--- config.mk ---
export PLATFORM = sky130hd
export DESIGN_NAME = decode_ctrl_pipe_flat
export DESIGN_NICKNAME = d
export VERILOG_FILES = /design/src/rtl/decode_ctrl_pipe_if.sv /design/src/rtl/decode_ctrl_pipe.sv /design/src/flat_wrapper.sv
export SDC_FILE = /design/constraint.sdc
export NUM_CORES = 1
export LEC_CHECK = 0
export ABC_CLOCK_PERIOD_IN_PS = 4650
export CAP_MARGIN = 20
export CORE_MARGIN = 2
export CORE_UTILIZATION = 50
export DETAILED_ROUTE_END_ITERATION = 7
export PLACE_DENSITY_LB_ADDON = 0.05
export SYNTH_ARGS = -nofsm -noshare
export SYNTH_HDL_FRONTEND = slang
export SYNTH_SLANG_ARGS = --single-unit
--- constraint.sdc ---
create_clock -name clk -period 4.65 [get_ports clk]
set_input_delay 0.93 -clock clk [delete_from_list [all_inputs] [get_ports clk]]
set_output_delay 0.93 -clock clk [all_outputs]
set_load 0.02 [all_outputs]
--- src/rtl/decode_ctrl_pipe_if.sv ---
// rtl/decode_ctrl_pipe_if.sv - instruction handoff bus into the decode control pipe
//
// in_valid : instr holds a fetched instruction
// instr    : 32-bit instruction word
// in_ready : consumer accepts instr this cycle when in_valid is high
interface decode_ctrl_pipe_if;
    logic        in_valid;
    logic [31:0] instr;
    logic        in_ready;

    modport master (output in_valid, output instr, input in_ready);
    modport slave  (input in_valid, input instr, output in_ready);
endinterface

--- src/rtl/decode_ctrl_pipe.sv ---
// rtl/decode_ctrl_pipe.sv - MIPS-style decoder with load-use interlock and control pipeline
//
// Ports:
//   clk, rst_n          clock, asynchronous active-low reset
//   in_if (slave)       in_valid/instr in, in_ready out
//   stall_i             hold every stage register and bubble_cnt
//   flush_i             squash the instruction currently presented
//   ex_*                stage-1 fields, zero when ex_valid is 0
//   mem_*               stage STAGES-1 fields, zero when mem_valid is 0
//   wb_*                stage STAGES fields, zero when wb_valid is 0
//   exc_o               illegal instruction in stage 1
//   bubble_cnt          saturating count of load-use bubbles
module decode_ctrl_pipe #(
    parameter int STAGES  = 3,
    parameter bit COP0_EN = 1'b1
) (
    input  logic                clk,
    input  logic                rst_n,
    decode_ctrl_pipe_if.slave   in_if,
    input  logic                stall_i,
    input  logic                flush_i,
    output logic                ex_valid,
    output logic [2:0]          ex_alusrcb,
    output logic                ex_pcplus8,
    output logic [3:0]          ex_jb,
    output logic                mem_valid,
    output logic [2:0]          mem_ldst,
    output logic                mem_memtoreg,
    output logic                wb_valid,
    output logic                wb_regwrite,
    output logic [4:0]          wb_dest,
    output logic                exc_o,
    output logic [15:0]         bubble_cnt
);
    if (STAGES < 3 || STAGES > 5) begin : g_bad_stages
        $error("decode_ctrl_pipe: STAGES must be 3..5");
    end

    localparam logic [3:0] JB_J    = 4'b0001, JB_JR   = 4'b0010, JB_BEQ  = 4'b0011,
                           JB_BNE  = 4'b0100, JB_BLEZ = 4'b0101, JB_BGTZ = 4'b0110,
                           JB_BLTZ = 4'b0111, JB_BGEZ = 4'b1000;
    localparam logic [2:0] ASRC_RT   = 3'b000, ASRC_SEXT = 3'b010, ASRC_ZEXT = 3'b011,
                           ASRC_ZERO = 3'b100, ASRC_SHAMT = 3'b101;

    typedef struct packed {
        logic       valid;
        logic       regwrite;
        logic       memtoreg;
        logic [2:0] ldst;
        logic [3:0] jb;
        logic [2:0] alusrcb;
        logic       pcplus8;
        logic [4:0] dest;
        logic       illegal;
    } ctrl_t;

    logic [5:0] op, funct;
    logic [4:0] rs, rt, rd;
    ctrl_t      dec;
    logic       rs_used, rt_used, hazard;
    ctrl_t      stage_q [1:STAGES];
    ctrl_t      s_ex, s_mem, s_wb;

    assign op    = in_if.instr[31:26];
    assign rs    = in_if.instr[25:21];
    assign rt    = in_if.instr[20:16];
    assign rd    = in_if.instr[15:11];
    assign funct = in_if.instr[5:0];

    always_comb begin
        dec     = '0;
        rs_used = 1'b1;
        rt_used = 1'b0;
        case (op)
            6'h00: begin
                dec.regwrite = 1'b1;
                dec.dest     = rd;
                rt_used      = 1'b1;
                case (funct)
                    6'h00, 6'h02, 6'h03: begin
                        dec.alusrcb = ASRC_SHAMT;
                        rs_used     = 1'b0;
                    end
                    6'h04, 6'h06, 6'h07, 6'h20, 6'h21, 6'h22, 6'h23,
                    6'h24, 6'h25, 6'h26, 6'h27, 6'h2a, 6'h2b: begin
                        dec.alusrcb = ASRC_RT;
                    end
                    6'h08: begin
                        dec.jb       = JB_JR;
                        dec.regwrite = 1'b0;
                    end
                    6'h09: begin
                        dec.jb      = JB_JR;
                        dec.pcplus8 = 1'b1;
                    end
                    default: dec.illegal = 1'b1;
                endcase
            end
            6'h01: begin
                dec.alusrcb = ASRC_ZERO;
                if (rt == 5'd0)      dec.jb = JB_BLTZ;
                else if (rt == 5'd1) dec.jb = JB_BGEZ;
                else                 dec.illegal = 1'b1;
            end
            6'h02: begin
                dec.jb  = JB_J;
                rs_used = 1'b0;
            end
            6'h03: begin
                dec.jb       = JB_J;
                dec.pcplus8  = 1'b1;
                dec.regwrite = 1'b1;
                dec.dest     = 5'd31;
                rs_used      = 1'b0;
            end
            6'h04: begin dec.jb = JB_BEQ;  rt_used = 1'b1; end
            6'h05: begin dec.jb = JB_BNE;  rt_used = 1'b1; end
            6'h06: begin dec.jb = JB_BLEZ; dec.alusrcb = ASRC_ZERO; end
            6'h07: begin dec.jb = JB_BGTZ; dec.alusrcb = ASRC_ZERO; end
            6'h08, 6'h09, 6'h0a, 6'h0b: begin
                dec.alusrcb  = ASRC_SEXT;
                dec.regwrite = 1'b1;
                dec.dest     = rt;
            end
            6'h0c, 6'h0d, 6'h0e, 6'h0f: begin
                dec.alusrcb  = ASRC_ZEXT;
                dec.regwrite = 1'b1;
                dec.dest     = rt;
                rs_used      = (op != 6'h0f);
            end
            6'h10: begin
                if (COP0_EN && rs == 5'd0) begin
                    dec.regwrite = 1'b1;
                    dec.dest     = rt;
                end else if (COP0_EN && rs == 5'd4) begin
                    rt_used = 1'b1;
                end else begin
                    dec.illegal = 1'b1;
                end
            end
            6'h20, 6'h21, 6'h23, 6'h24, 6'h25: begin
                dec.memtoreg = 1'b1;
                dec.regwrite = 1'b1;
                dec.dest     = rt;
                dec.alusrcb  = ASRC_SEXT;
                case (op[2:0])
                    3'd0:    dec.ldst = 3'b000;
                    3'd1:    dec.ldst = 3'b001;
                    3'd3:    dec.ldst = 3'b010;
                    3'd4:    dec.ldst = 3'b011;
                    default: dec.ldst = 3'b100;
                endcase
            end
            6'h28, 6'h29, 6'h2b: begin
                dec.alusrcb = ASRC_SEXT;
                rt_used     = 1'b1;
                case (op[1:0])
                    2'd0:    dec.ldst = 3'b101;
                    2'd1:    dec.ldst = 3'b110;
                    default: dec.ldst = 3'b111;
                endcase
            end
            default: dec.illegal = 1'b1;
        endcase
        // Illegal encodings carry no side effects: every control field cleared.
        if (dec.illegal) begin
            dec         = '0;
            dec.illegal = 1'b1;
        end
        if (dec.dest == 5'd0) dec.regwrite = 1'b0;
        dec.valid = 1'b1;
    end

    assign s_ex  = stage_q[1];
    assign s_mem = stage_q[STAGES-1];
    assign s_wb  = stage_q[STAGES];

    // Load in EX whose result the presented instruction needs: insert a bubble.
    assign hazard = in_if.in_valid & s_ex.valid & s_ex.memtoreg & (s_ex.dest != 5'd0) &
                    ((rs_used & (rs == s_ex.dest)) | (rt_used & (rt == s_ex.dest)));

    assign in_if.in_ready = ~stall_i & ~hazard;

    always_ff @(posedge clk or negedge rst_n) begin
        if (!rst_n) begin
            for (int k = 1; k <= STAGES; k++) stage_q[k] <= '0;
            bubble_cnt <= '0;
        end else if (!stall_i) begin
            for (int k = STAGES; k >= 2; k--) stage_q[k] <= stage_q[k-1];
            stage_q[1] <= (!flush_i && !hazard && in_if.in_valid) ? dec : '0;
            if (hazard && !flush_i && bubble_cnt != 16'hffff)
                bubble_cnt <= bubble_cnt + 16'd1;
        end
    end

    assign ex_valid     = s_ex.valid;
    assign ex_alusrcb   = s_ex.valid  ? s_ex.alusrcb  : 3'b000;
    assign ex_pcplus8   = s_ex.valid  & s_ex.pcplus8;
    assign ex_jb        = s_ex.valid  ? s_ex.jb       : 4'b0000;
    assign exc_o        = s_ex.valid  & s_ex.illegal;
    assign mem_valid    = s_mem.valid;
    assign mem_ldst     = s_mem.valid ? s_mem.ldst    : 3'b000;
    assign mem_memtoreg = s_mem.valid & s_mem.memtoreg;
    assign wb_valid     = s_wb.valid;
    assign wb_regwrite  = s_wb.valid  & s_wb.regwrite;
    assign wb_dest      = s_wb.valid  ? s_wb.dest     : 5'd0;
endmodule
--- src/flat_wrapper.sv ---
// flat-port wrapper written by rule: the top's interface ports become plain ports
module decode_ctrl_pipe_flat 
#(
    parameter int STAGES  = 3,
    parameter bit COP0_EN = 1'b1
)
  (clk, rst_n, stall_i, flush_i, ex_valid, ex_alusrcb, ex_pcplus8, ex_jb, mem_valid, mem_ldst, mem_memtoreg, wb_valid, wb_regwrite, wb_dest, exc_o, bubble_cnt, in_if_in_valid, in_if_instr, in_if_in_ready);
  decode_ctrl_pipe_if in_if_i ();
  input  logic clk;
  input  logic rst_n;
  input  logic stall_i;
  input  logic flush_i;
  output logic ex_valid;
  output logic [2:0] ex_alusrcb;
  output logic ex_pcplus8;
  output logic [3:0] ex_jb;
  output logic mem_valid;
  output logic [2:0] mem_ldst;
  output logic mem_memtoreg;
  output logic wb_valid;
  output logic wb_regwrite;
  output logic [4:0] wb_dest;
  output logic exc_o;
  output logic [15:0] bubble_cnt;
  input wire logic [$bits(in_if_i.in_valid)-1:0] in_if_in_valid;
  input wire logic [$bits(in_if_i.instr)-1:0] in_if_instr;
  output wire logic [$bits(in_if_i.in_ready)-1:0] in_if_in_ready;
  assign in_if_i.in_valid = in_if_in_valid;
  assign in_if_i.instr = in_if_instr;
  assign in_if_in_ready = in_if_i.in_ready;
  decode_ctrl_pipe #(.STAGES(STAGES), .COP0_EN(COP0_EN)) u_core (.clk(clk), .rst_n(rst_n), .in_if(in_if_i), .stall_i(stall_i), .flush_i(flush_i), .ex_valid(ex_valid), .ex_alusrcb(ex_alusrcb), .ex_pcplus8(ex_pcplus8), .ex_jb(ex_jb), .mem_valid(mem_valid), .mem_ldst(mem_ldst), .mem_memtoreg(mem_memtoreg), .wb_valid(wb_valid), .wb_regwrite(wb_regwrite), .wb_dest(wb_dest), .exc_o(exc_o), .bubble_cnt(bubble_cnt));
endmodule
==> impl_results.md <==
- Slew Limit Fails: 0
- Final setup violation count: 0
- Row count: 28
- Reg2Reg Depth: 7
- Die Wd: 80.9 um
- Initial antenna violation count: 0
- Power after layout: around 890 uW
- Hold Crit Class: reg -> reg
- Starting density of the core: 0.509
- Cell Area, Synth: 2960 um2
- Largest net degree at the start of global routing: 55
- Avg Inst Size Synth: approximately 9.8 um2
- CP max stage delay: around 600 ps
- Remaining global-route overflow: 0
- Clock-pin slew on the worst setup and hold paths: ~100 ps
- Total Routing Usage GR: 0.231
- Synth Instances: 302
- Setup_tns: 0 ps
- Worst path slowest cell: clkdlybuf4s50_1
- Worst Setup Start Kind: primary input
- Cells along the critical path: clkdlybuf4s50_1 -> or3_1 -> or3_1 -> nor4b_1 -> or4_1 -> nand2_1 -> nor2_1 -> clkdlybuf4s50_1
- Met2 GRT Util: 0.359
- Layout area overhead: 29.6%
- Antenna viol nets, final: 0
- Routability cong.: slightly below 0.9
- Post-synth EDFFs: 0
- First-pass DRT Iterations: 5
- Met3 Use GR: 0.0567
- Period utilization: 0.952
- Die area: 6550 um2
- Max frequency: 226 MHz
- Vias in the first global route: 2401
- Yosys reg bits: 54
- WP buf/inv: 2
- Post-CTS Setup Inserts: 0
- Worst hold path stage count: 2
- DRC Markers: 0
- Bufs on Longest Clock Path: 2
- Syn. warnings: 0
- Routed WL per cell: 15.9 um
- Post-cts gate resize count: 0
- CP Capture Type: output pin
- Worst-path fanout max: 4
- IO Count: 76
- Yosys top cell by area: dfrtp_1
- Share of the synthesized area in the top cell type: 0.457
- Max_cap viols: 0
- CTS root buf: clkbuf_8
- Sequential area share after synthesis: 0.457
- Drt via density: between 5 and 6
- Crit. path cell count: 8
- RSZ-0062 raised after global routing: false
- CTS Buf Count: 5
- GR Layer Usage met1: 0.329
- Worst Path Arrival: 3490 ps
- Layout cell share with drive strength beyond 1: 0.108
- Worst slew margin: 0.541
- Chip Height: 80.9 um
- Final-report hold violation count: 0
- IO Port Bufs: 70
- Worst skew pair latency: 320 ps
- Synth Flop Type: dfrtp_1
- Via count: 2528
- VDD IR max: 0.137 mV
- CTS sink cnt: 54
- WS Path Type: in -> out
- # hold bufs at CTS: 0
- # H-tree levels: 2
- Ys async rst share: 1.00
- Synth cell types: 47
- WP data required: 3720 ps
- CTS tree: yes
- Core Region: 5820 um2
- Cell family with most CP delay: simple AND/OR/NAND/NOR gates
- Inserted Diodes: 0
- DR iter-0 viols: 193
- Placed wire-length estimate: between 4 and 5 mm
- Measured slew at the worst slew-check pin: a little under 700 ps
- Pleak: 0.00162 uW
- Layout Skew: 9.64 ps
- Routed WL: between 7 and 8 mm
- Synth area leaders: dfrtp_1 (46%), mux2_2 (7.2%), xnor2_1 (5.6%)
- First-pass GRT wire length: about 12 mm
- Syn_nets: 340
- Pwr dens: 233 nW/um2
- Fin nets: about 400
- Crit path time final: 4420 ps
- Status: completed
- GRT Max-Usage Layer: met2
-- kinds of logic (layout without fill, tap and decap cells) --
logic type | count (synthesis) | in the layout | synth area share
compound gates | 57 | 57 | 0.132
xor+xnor | 27 | 27 | 0.0800
fa+ha+maj | 1 | 1 | 0.00423
buf+inv | 18 | 88 | 0.0283
flops | 54 | 54 | 0.457
mux | 19 | 19 | 0.0723
simple gates | 126 | 126 | 0.226
-- flip-flops by register name, summed over array words and instances, names as in the netlist --
register / cells
u_core.bubble_cnt: 16
u_core.ex_valid: 1
u_core.mem_valid: 1
u_core.s_ex: 19
u_core.s_mem: 10
u_core.s_wb: 6
u_core.wb_valid: 1
-- layer usage --
layer  wire (um)  vias to the layer above
met5           0                        -
li1            -                     1214
met4          54                        0
met2        3230                       80
met3         551                        4
met1        3260                     1230
-- worst paths after layout --
path / slack (ps) / end / startpoint
setup / recovery: 230 / in_if_in_ready / in_if_instr[5]
hold / removal: 490 / u_core.s_ex[11]$_DFFE_PN0N_ / u_core.s_ex[11]$_DFFE_PN0N_
setup reg to reg: 2210 / u_core.bubble_cnt[1]$_DFFE_PN0P_ / u_core.s_ex[4]$_DFFE_PN0N_
hold reg to reg: 490 / u_core.s_ex[11]$_DFFE_PN0N_ / u_core.s_ex[11]$_DFFE_PN0N_
max in group asynchronous: 3470 / u_core.s_ex[8]$_DFFE_PN0N_ / rst_n
min in group asynchronous: 730 / u_core.s_wb[3]$_DFFE_PN0N_ / rst_n
-- Yosys cell counts (all sizes together), types with 2 or more instances --
library cell and instances:
a221oi 5, nand2b 4, nand2 31, nor4 2
mux2 19, buf 5, a22oi 2, nand3 12
nor2 20, or3 2, dfrtp 54, nor3 6
and2 20, xnor2 19, and4 3, a21oi 7
nor2b 4, clkbuf 12, o21ai 24, nand4 8
xor2 8, and3 5, a31oi 3, or4 3
a32o 6
-- power breakdown --
group,internal [uW],switching [uW],total (uW)
Combinational,58.3,63.8,122
Clock,112,173,285
Sequential,477,9.60,486
-- metrics by stage --
stage	util	setup WS (ps)	area (um2)	instances	hold slack [ps]
final	0.659	225	3830	447	488
after global routing	0.659	124	3830	447	523
after detailed placement	0.642	234	3730	439	465
after floorplan	-	1260	2960	302	441
after global placement	0.642	254	3730	439	460
after CTS	0.659	211	3830	447	492
-- cell type report --
class | count | area (um2)
Fill cell | 515 | 1980
Multi-Input combinational cell | 230 | 1520
Sequential cell | 54 | 1350
Timing Repair Buffer | 79 | 763
Tap cell | 75 | 93.8
Clock buffer | 5 | 68.8
Clock inverter | 3 | 28.8
Inverter | 1 | 3.75
-- worst reg2reg max path: cells and delay by family, from the launching register on --
kind / cells / cell delay, ps
multiplexers: 1 / 390
XOR/XNOR: 1 / 180
flip-flops: 1 / 460
AND/OR/NAND/NOR: 3 / 750
buffers and inverters: 1 / 170
AO/OA/AOI/OAI: 1 / 390
-- layout by cell type (no fill, tap or decap), types with 2 or more instances in the layout --
master	Yosys	routed
nor4_1	2	2
a32o_1	6	6
nand2b_1	4	4
mux2_2	19	19
clkinv_4	0	2
nor3_1	6	6
a21oi_1	6	6
xor2_1	8	8
clkdlybuf4s50_1	0	69
a22oi_1	2	2
o21ai_0	24	24
nor2b_1	4	4
xnor2_1	19	19
and4_1	3	3
nand4_1	8	8
and3_1	5	5
a221oi_1	5	5
or3_1	2	2
dfrtp_1	54	54
buf_4	0	9
nor2_1	20	20
nand2_1	31	31
or4_1	2	2
nand3_1	12	12
a31oi_1	3	3
clkbuf_8	0	5
and2_1	20	20
(Power assumes the default switching activity.)
